## src/rtl/package_settings.sv

```systemverilog
// package_settings: system-wide data widths shared by the ADC-side blocks.
package package_settings;
   localparam int SIZE_ADC_DATA = 12;
endpackage

```

## src/rtl/pulse_gen_pkg.sv

```systemverilog
// pulse_gen_parameters: fixed-point format, state type, LFSR seed and output saturation helpers for pulse_gen.
package pulse_gen_parameters;
   import package_settings::*;
   localparam int FRAC_BITS = 8;
   localparam int ACC_W = SIZE_ADC_DATA + FRAC_BITS + 1;
   localparam int EXT_W = ACC_W + 2;
   localparam logic [15:0] LFSR_SEED = 16'hACE1;
   localparam logic signed [ACC_W-1:0] ACC_MAX = {1'b0, {(ACC_W-1){1'b1}}};
   localparam logic signed [ACC_W-1:0] ACC_MIN = {1'b1, {(ACC_W-1){1'b0}}};
   localparam logic signed [ACC_W-1:0] ACC_ONE = ACC_W'(2**FRAC_BITS);
   localparam logic signed [EXT_W-1:0] OUT_HI = EXT_W'(2**(SIZE_ADC_DATA-1) - 1);
   localparam logic signed [EXT_W-1:0] OUT_LO = EXT_W'(-(2**(SIZE_ADC_DATA-1)));
   typedef enum logic [1:0] {IDLE, RISE, DECAY} pulse_state_t;
   function automatic logic signed [SIZE_ADC_DATA-1:0] sat_adc(input logic signed [EXT_W-1:0] v);
      return v > OUT_HI ? OUT_HI[SIZE_ADC_DATA-1:0] : v < OUT_LO ? OUT_LO[SIZE_ADC_DATA-1:0] : v[SIZE_ADC_DATA-1:0];
   endfunction
   function automatic logic clamps(input logic signed [EXT_W-1:0] v);
      return v > OUT_HI || v < OUT_LO;
   endfunction
endpackage

```

## src/rtl/pulse_gen_lfsr.sv

```systemverilog
// pulse_gen_lfsr: 16-bit Fibonacci LFSR (taps 16,14,13,11) used as pulse_gen output noise.
// Ports: clk; reset (sync, active-high, reloads the seed); en advances one step; out is the register.
module pulse_gen_lfsr
   import pulse_gen_parameters::*;
(
   input  logic        clk,
   input  logic        reset,
   input  logic        en,
   output logic [15:0] out
);
   always_ff @(posedge clk) begin
      if (reset) out <= LFSR_SEED;
      else if (en) out <= {out[14:0], out[15] ^ out[13] ^ out[12] ^ out[10]};
   end
endmodule

```

## src/rtl/pulse_gen.sv

```systemverilog
// pulse_gen: synthetic detector pulse source, linear ramp to amplitude then exponential decay, signed ADC samples.
// Ports: clk; reset (sync, active-high); sample_en ADC-rate strobe; start_valid/start_ready pulse request
//   handshake carrying signed amplitude; output_data/out_valid sample stream (one sample latency);
//   busy while a pulse is rising or decaying; sat_flag sticky clamp indicator.
// Optional: define PULSE_GEN_NOISE_EN to add LFSR noise in -4..+3 ahead of output saturation.
module pulse_gen
   import package_settings::*;
   import pulse_gen_parameters::*;
#(
   parameter int RISE_LOG2 = 2,
   parameter int DECAY_SHIFT = 5,
   parameter int signed BASELINE = 0
)
(
   input  logic                            clk,
   input  logic                            reset,
   input  logic                            sample_en,
   input  logic                            start_valid,
   output logic                            start_ready,
   input  logic signed [SIZE_ADC_DATA-1:0] amplitude,
   output logic signed [SIZE_ADC_DATA-1:0] output_data,
   output logic                            out_valid,
   output logic                            busy,
   output logic                            sat_flag
);
   localparam int RISE_W = RISE_LOG2 + 1;
   localparam logic [RISE_W-1:0] RISE_N = RISE_W'(2**RISE_LOG2);
   localparam logic signed [EXT_W-1:0] BASE_EXT = EXT_W'(BASELINE);
   pulse_state_t r_state;
   logic signed [ACC_W-1:0] r_acc;
   logic signed [ACC_W-1:0] r_step;
   logic [RISE_W-1:0] r_rise_cnt;
   logic signed [ACC_W-1:0] w_amp_ext;
   logic signed [ACC_W-1:0] w_step_next;
   logic signed [ACC_W:0] w_sum;
   logic w_sum_ovf;
   logic signed [ACC_W-1:0] w_sum_sat;
   logic signed [ACC_W-1:0] w_decay;
   logic w_decay_done;
   logic w_accept;
   logic signed [EXT_W-1:0] w_noise;
   logic signed [EXT_W-1:0] w_out_raw;
   assign start_ready = (r_state != RISE);
   assign busy = (r_state != IDLE);
   assign w_accept = start_valid && start_ready;
   assign w_amp_ext = ACC_W'(amplitude);
   assign w_step_next = (w_amp_ext <<< FRAC_BITS) >>> RISE_LOG2;
   // one guard bit detects ramp overflow; clamp toward the sign of the true sum
   assign w_sum = {r_acc[ACC_W-1], r_acc} + {r_step[ACC_W-1], r_step};
   assign w_sum_ovf = w_sum[ACC_W] != w_sum[ACC_W-1];
   assign w_sum_sat = w_sum_ovf ? (w_sum[ACC_W] ? ACC_MIN : ACC_MAX) : w_sum[ACC_W-1:0];
   assign w_decay = r_acc >>> DECAY_SHIFT;
   // sub-LSB residue ends the pulse; also stops negative pulses creeping toward -1 forever
   assign w_decay_done = (w_decay == '0) || (r_acc < ACC_ONE && r_acc > -ACC_ONE);
`ifdef PULSE_GEN_NOISE_EN
   logic [15:0] w_lfsr;
   pulse_gen_lfsr u_lfsr (
      .clk   (clk),
      .reset (reset),
      .en    (sample_en),
      .out   (w_lfsr)
   );
   assign w_noise = EXT_W'(signed'({1'b0, w_lfsr[2:0]})) - EXT_W'(4);
`else
   assign w_noise = '0;
`endif
   assign w_out_raw = BASE_EXT + EXT_W'(r_acc >>> FRAC_BITS) + w_noise;
   always_ff @(posedge clk) begin
      if (reset) begin
         r_state <= IDLE;
         r_acc <= '0;
         r_step <= '0;
         r_rise_cnt <= '0;
         output_data <= sat_adc(BASE_EXT);
         out_valid <= 1'b0;
         sat_flag <= 1'b0;
      end else begin
         out_valid <= sample_en;
         if (sample_en) begin
            output_data <= sat_adc(w_out_raw);
            if (clamps(w_out_raw) || (r_state == RISE && w_sum_ovf)) sat_flag <= 1'b1;
            if (r_state == RISE) begin
               r_acc <= w_sum_sat;
               r_rise_cnt <= r_rise_cnt - RISE_W'(1);
               if (r_rise_cnt == RISE_W'(1)) r_state <= DECAY;
            end else if (r_state == DECAY) begin
               r_acc <= w_decay_done ? '0 : r_acc - w_decay;
               if (w_decay_done) r_state <= IDLE;
            end
         end
         // accept overrides the state update above; acc keeps any residual for pile-up
         if (w_accept) begin
            r_step <= w_step_next;
            r_rise_cnt <= RISE_N;
            r_state <= RISE;
         end
      end
   end
endmodule

```

## config.mk

```make
export PLATFORM = sky130hd
export DESIGN_NAME = pulse_gen
export DESIGN_NICKNAME = d
export VERILOG_FILES = /design/src/rtl/package_settings.sv /design/src/rtl/pulse_gen_pkg.sv /design/src/rtl/pulse_gen_lfsr.sv /design/src/rtl/pulse_gen.sv
export SDC_FILE = /design/constraint.sdc
export NUM_CORES = 1
export LEC_CHECK = 0
export CORE_AREA = 2 2 120 111
export DETAILED_ROUTE_END_ITERATION = 6
export DIE_AREA = 0 0 122 113
export PLACE_DENSITY = 0.57
export SYNTH_ARGS = -nofsm -noshare
export SYNTH_HDL_FRONTEND = slang
export SYNTH_SLANG_ARGS = --single-unit
```

## constraint.sdc

```tcl
create_clock -name clk -period 3.5 [get_ports clk]
set_clock_uncertainty 0.2 [all_clocks]
set_input_delay 0.875 -clock clk [delete_from_list [all_inputs] [get_ports clk]]
set_output_delay 0.875 -clock clk [all_outputs]
set_load 0.03 [all_outputs]
```

* Yosys cells after proc, flatten, opt, wreduce, memory -nomap -nowiden
Cells that the tools add are included.
Word-level totals: register bits after elaboration 52, logic and storage cells 60
Cells by class: multiplexer cells 16, magnitude comparators 4, add/subtract/negate cells 3, eq/ne operators 7, reduce and logical (&&, ||, !) cells 21
Operators with widths (number):
- 2-to-1 mux 21 bit | 5
- 2-to-1 mux 12 bit | 2
- adder 21 x 18 -> 22 bit | 1
- greater-than comparator 21 x 9 -> 1 bit (second input constant) | 1
- logical NOT 21 bit | 1
- less-than comparator 21 x 10 -> 1 bit (second input constant) | 1
- subtractor 21 bit | 1
- greater-than comparator 13 x 12 -> 1 bit (second input constant) | 1
- less-than comparator 13 x 12 -> 1 bit (second input constant) | 1
- nonzero test 2 bit | 5
- 2-to-1 mux 3 bit | 3
- 2-to-1 mux 2 bit | 4
- AND reduction 2 bit | 4
- AND reduction 4 bit | 2
- nonzero test 3 bit | 2
- != test 2 x 1 -> 1 bit (second input constant) | 2
- == test 3 x 1 -> 1 bit (second input constant) | 1
- logical AND 1 bit | 3
- logical OR 1 bit | 3
- != test 3 x 2 -> 1 bit (second input constant) | 1
- subtractor 3 x 1 -> 3 bit (second input constant) | 1
- == test 2 x 1 -> 1 bit (second input constant) | 1
- == test 2 bit (second input constant) | 1
- 2-to-1 mux 1 bit | 2
- other kinds (2) | 2

* Logic depth before layout (Yosys ltp)
depth in word-level cells 8, depth in mapped cells 17, depth with buffers taken out 16

* Worst setup path before layout
No wires, ideal clock.
kind register -> register, start point register r_acc[6], end point register r_acc[0], arrival time 3.302 ns, buffers on the path 1, slack -0.133 ns, cell stages (with the launch flop) 18, library setup time 0.132 ns, cells stage by stage dfxtp_1 -> ha_1 -> fa_1 -> a21oi_1 -> o211ai_1 -> nor4b_1 -> o31ai_1 -> a21o_1 -> a21oi_1 -> xnor2_1 -> ha_1 -> nor2_1 -> a21oi_1 -> nor2b_1 -> clkbuf_1 -> nand2_1 -> a21oi_1 -> nor3_1
On the way: word-level cells in the longest chain between the ends 6
Ends and longest elaborated chain:
- from (decl) | line pulse_gen.sv:30 | logic signed [ACC_W-1:0] r_acc;
- from (signal assigned) | line pulse_gen.sv:83 | r_acc <= w_sum_sat;
- from (signal assigned) | line pulse_gen.sv:87 | r_acc <= w_decay_done ? '0 : r_acc - w_decay;
- less-than comparator 21 x 10 -> 1 bit / greater-than comparator 21 x 9 -> 1 bit (equally long branches) | line pulse_gen.sv:54 | assign w_decay_done = (w_decay == '0) || (r_acc < ACC_ONE && r_acc > -ACC_ONE);
- logical AND 1 bit | line pulse_gen.sv:54
- logical OR 1 bit | line pulse_gen.sv:54
- 2-to-1 mux 21 bit | line pulse_gen.sv:87
- 2-to-1 mux 21 bit | line pulse_gen.sv:86 | end else if (r_state == DECAY) begin
- 2-to-1 mux 21 bit * | line pulse_gen.sv:82 | if (r_state == RISE) begin
Mark *: on every way between the ends. The rest lies on a longest branch, timed or not. The select of a mux whose other input is x is not followed. A chain may end at the register's enable or synchronous reset.

* Final worst setup path
start point register r_acc[7], end point register r_acc[6]
Same word-level chain as after synthesis.

==> results_dict.tcl <==
set metrics [dict create \
    die_h_um 113 \
    setup_tns_ns 0 \
    ys_warn_count 0 \
    wire_per_inst_um 15.5 \
    pwr-share-clk 0.150 \
    holdCritPathClass "reg2reg" \
    placed_area_um2 4820 \
    synth_area_leaders "dfxtp_1 (25%), ha_1 (14%), a21oi_1 (6.9%), nor2_1 (5.2%), nand2_1 (4.9%)" \
    yosysTopAreaCell "dfxtp_1" \
    hold_viol 0 \
    dp_hpwl_um 9000 \
    rsz0062_at_grt "yes" \
    crit_type "reg2reg" \
    syn_avg_cell_area_um2 7.60 \
    via_per_inst 5.44 \
    vias 4150 \
    detail_route.first_pass.iterations 5 \
    portBuffers 31 \
    finalCritPeriodShare 0.981 \
    cts_made_buffers 5 \
    ant_nets 0 \
    nNetsFinal 663 \
    status "completed" \
    clock_path_buffers 2 \
    worstSetupStartpointType "register" \
    power_mw 3.36 \
    antenna_found_initial 0 \
    diodes 0 \
    report.final.setup_viol 0 \
    final_cell_area_um2 5220 \
    final_cell_count_no_fill 763 \
    io_pins 32 \
    dieArea_um2 13800 \
    finalWorstSetupSlack_ns 0.0657 \
    period_minus_slack_ns 3.43 \
    wl_um 11800 \
    dpl.cell_count 751 \
    clkTransAtPathRegs_ns 0.07 \
    ctsHoldBuffers 0 \
    endpoint_kind "register" \
    htreeDepth 2 \
    area_growth_pct 25.0 \
    syn_nets 614 \
    clock_sinks 52 \
    pre_cts_ws_ns -0.172 \
    ys_top_cells_by_count "a21oi_1 (58), nor2_1 (58), nand2_1 (54)" \
    grt_start_max_net_pins 53 \
    cts-root-buf "clkbuf_16" \
    synthArstFlopShare 0 \
    critPathMaxFanout 6 \
    utilization 0.420 \
    grt_pass1_vias 3885 \
    synth_cell_types 53 \
    peakVddDrop_uv 272 \
    combPwrFrac 0.630 \
    grt-ovfl-total 0 \
    synth_ff_type "dfxtp_1" \
    ys_seq_area_frac 0.249 \
    gp_congestion 0.922 \
    timing.hold.ws_ns 0.261 \
    p_sw_mw 1.54 \
    drive_above_1_share 0.150 \
    slew-limit-headroom 0.313 \
    synth_top_area_frac 0.249 \
    cts_tree "done" \
    p_seq_frac 0.220 \
    n_fill_cell 1277 \
    p_leak_nw 2.15 \
    rows 39 \
    start_util 0.336 \
    worstPathArrival_ns 3.43 \
    worst_pin_slew_ns 1.03 \
    netSwitchingFraction 0.458 \
    p_per_area_nw_per_um2 643 \
    ys_ff_latch 52 \
    synth_edf_count 0 \
    max_freq_mhz 291 \
    drc 0 \
    gr-usage-all-layers 0.173 \
    maxCapViolations 0 \
    drt-initial-drc-count 235 \
    die_w_um 122 \
    fp.coreArea_um2 12400 \
    clock_latency_ns 0.29 \
    cp.required_ns 3.49 \
    grt_pass1_wl_um 19300 \
    synthCells 550 \
    post_synth_instance_area_um2 4180 \
    p_int_mw 1.82 \
    slew_viol_final 0 \
]
layout make-up:
type                            instances  area (um^2)  area share
Clock inverter                          1         8.76     0.00168
Multi-Input combinational cell        441         3110       0.596
Tap cell                              164          205      0.0393
Timing Repair Buffer                   68          598       0.114
Clock buffer                            6          139      0.0266
Inverter                               31          116      0.0223
Sequential cell                        52         1040       0.200
critical path: stages, from the launching register on:
cell and delay, ns:
dfxtp_1 0.33, buf_4 0.15, ha_1 0.32, a211oi_2 0.29, o21ai_0 0.22, a211oi_1 0.33
nor3_1 0.14, nor2_1 0.17, inv_1 0.06, ha_1 0.34, inv_2 0.13, o21a_1 0.18
buf_6 0.16, o21ai_2 0.07, a221oi_1 0.25
path summary, 6_finish.rpt:
check | startpoint | end | slack (ns) | cells past startpoint
worst min register to register | r_step[14]$_SDFFE_PP0P_ | r_step[14]$_SDFFE_PP0P_ | 0.26 | 2
worst min-delay path | r_step[14]$_SDFFE_PP0P_ | r_step[14]$_SDFFE_PP0P_ | 0.26 | 2
worst max-delay path | r_acc[7]$_SDFFE_PP0P_ | r_acc[6]$_SDFFE_PP0P_ | 0.07 | 14
worst max register to register | r_acc[7]$_SDFFE_PP0P_ | r_acc[6]$_SDFFE_PP0P_ | 0.07 | 14
layer usage:
layer | up-vias | GRT usage | part of all wire
li1 | 2092 | - | -
met1 | 1975 | 0.244 | 0.49
met2 | 72 | 0.284 | 0.46
met3 | 11 | 0.0247 | 0.035
met4 | 0 | 0.0299 | 0.012
met5 | - | 0 | 0
sequential cells by signal, indices dropped and copies added (netlist names):
name and cells:
sat_flag 1, r_step 12, r_rise_cnt 3, r_state 2, output_data 12, r_acc 21, out_valid 1
kinds of logic (layout without fill, tap and decap cells):
group                      count (synthesis)  in the layout  synth area share
xor gates and xnor gates                  23             23            0.0482
DFF                                       52             52             0.249
AOI/OAI and AO/OA                        173            173             0.269
buffers and inverters                     57            106            0.0554
muxes                                      2              2           0.00509
adders and majority gates                 48             48             0.147
and+or+nand+nor                          195            195             0.226
placed cells by master (no fill, tap or decap), types with 5 or more instances in the layout:
cell / netlist / routed
and2_1: 6 / 6
o21ai_2: 0 / 6
a21oi_2: 0 / 9
a31oi_1: 7 / 7
a21o_1: 12 / 12
clkbuf_16: 0 / 5
a311oi_1: 16 / 15
dfxtp_1: 52 / 50
a211oi_1: 7 / 6
xor2_1: 16 / 16
nor2_1: 58 / 54
o21bai_1: 5 / 5
xnor2_1: 7 / 7
inv_1: 31 / 30
buf_4: 0 / 33
clkdlybuf4s50_1: 0 / 30
nand3_1: 12 / 12
nand2_1: 54 / 53
o21a_1: 5 / 5
nor2b_1: 7 / 6
o211ai_1: 6 / 6
nor3_1: 13 / 13
nand2b_1: 14 / 14
o21ai_0: 29 / 20
a221oi_2: 0 / 7
nand4_1: 8 / 8
a21oi_1: 58 / 48
ha_1: 46 / 45
a221oi_1: 13 / 5
power groups by stage:
stage	logic [mW]	registers (mW)	clock network, mW
floorplan	1.37	0.788	0
global placement	1.90	0.750	0
detailed placement	1.92	0.752	0
CTS	1.96	0.738	0.517
global route	2.34	0.748	0.541
finish	2.12	0.739	0.505
what timing repair did:
| action | CTS | global route |
|---|---|---|
| gates resized for setup | 9 | 50 |
| setup buffers | 2 | 4 |
| setup endpoints to repair | 20 | 21 |
| pin swaps | 3 | 26 |
Power figures use the tool's default switching activity.
==> RTL edit, RTL diff (same settings) <==
The package constant `FRAC_BITS` goes from 8 to 9.
--- a/src/rtl/pulse_gen_pkg.sv
+++ b/src/rtl/pulse_gen_pkg.sv
@@ -1,7 +1,7 @@
 // pulse_gen_parameters: fixed-point format, state type, LFSR seed and output saturation helpers for pulse_gen.
 package pulse_gen_parameters;
    import package_settings::*;
-   localparam int FRAC_BITS = 8;
+   localparam int FRAC_BITS = 9;
    localparam int ACC_W = SIZE_ADC_DATA + FRAC_BITS + 1;
    localparam int EXT_W = ACC_W + 2;
    localparam logic [15:0] LFSR_SEED = 16'hACE1;
Behaviour: same outputs for any inputs over 4 cycles, from zero or initial values and one cycle with reset high; that may be too few to reach the edited logic, so the function may still have changed.
==> RTL edit against the unedited design <==
  * The run now ends with setup timing left
  * Sequential cell count up 1
  * Core utilization is 0.52 points higher
  * Worst setup slack worse by 0.081 ns
  * Routed wire length grew 2.1%
  * Area after synthesis rose by 0.30%
  * Total power down 9.8%
  * Cell area up 1.2%
  * Largest cell class unchanged
  * Highest routed layer unchanged
==> RTL edit: results (changes against the unedited design) <==
finalWorstSetupSlack_ns: -0.01552  # -0.08124 ns
grt_max_degree: 34  # -36%
p_sw_frac: 0.4349  # -0.02318
wl_met3_um: 568  # +38%
totalWireLength_um: 12060  # +2.1%
status: "finished, violations left"
syn-num-nets: 599  # -2.4%
hpwl_um: 9239  # +2.6%
nets: 664  # +0.15%
synth_compound_area_frac: 0.2887  # +0.01980
setup_violations: 1  # +1
cp_slowest_stage_delay_ns: 0.37  # +0.03 ns
nClkBuffers: 7  # +1
drive_gt1_frac: 0.1764  # +0.02612
critPathArrivalTime_ns: 3.55  # +0.12 ns
clock_cell_area_share: 0.02650  # -0.001767
worstRegToRegCells: 16  # +2
violations: "setup timing"
cpMaxStageDelayCell: "fa_2"
fillers: 1227  # -3.9%
critPathMaxFanout: 8  # +2
synth_xor_area_frac: 0.04180  # -0.006415
seqPwrFrac: 0.243  # +0.023
synth-adder-area-share: 0.1469  # -0.0004400
seq_cell_count: 53  # +1.9%
dp_slack_ns: -0.2396  # -0.06755 ns
-- RTL edit: cell count changes after synthesis, moves of 5 or more --
cell	unedited run	this run
a311oi_1	16	11
xnor2_1	7	14
o21ai_0	29	24
nand2_1	54	44
nor2_1	58	51
xor2_1	16	6
a21oi_1	58	52
-- RTL edit: what timing repair did --
| action | CTS | global route |
|---|---|---|
| endpoints found under the setup margin | 22 | 22 |
| setup buffers | 6 | 2 |
| cloned | 0 | 0 |
| pin swaps | 9 | 11 |
| resized for setup | 13 | 18 |
-- RTL edit: path summary, 6_finish.rpt --
kind	start	end	slack, ns
worst max register to register	r_step[7]	r_acc[19]	-0.02
worst min-delay path	r_step[14]	r_step[14]	0.26
worst max-delay path	r_step[7]	r_acc[19]	-0.02
worst min register to register	r_step[14]	r_step[14]	0.26
-- RTL edit: worst min-delay path, delay by kind of cell (launching register included) --
family           cells  cell delay [ns]
AO/OA/AOI/OAI        1             0.05
flip-flops           1             0.31
AND/OR/NAND/NOR      1             0.05
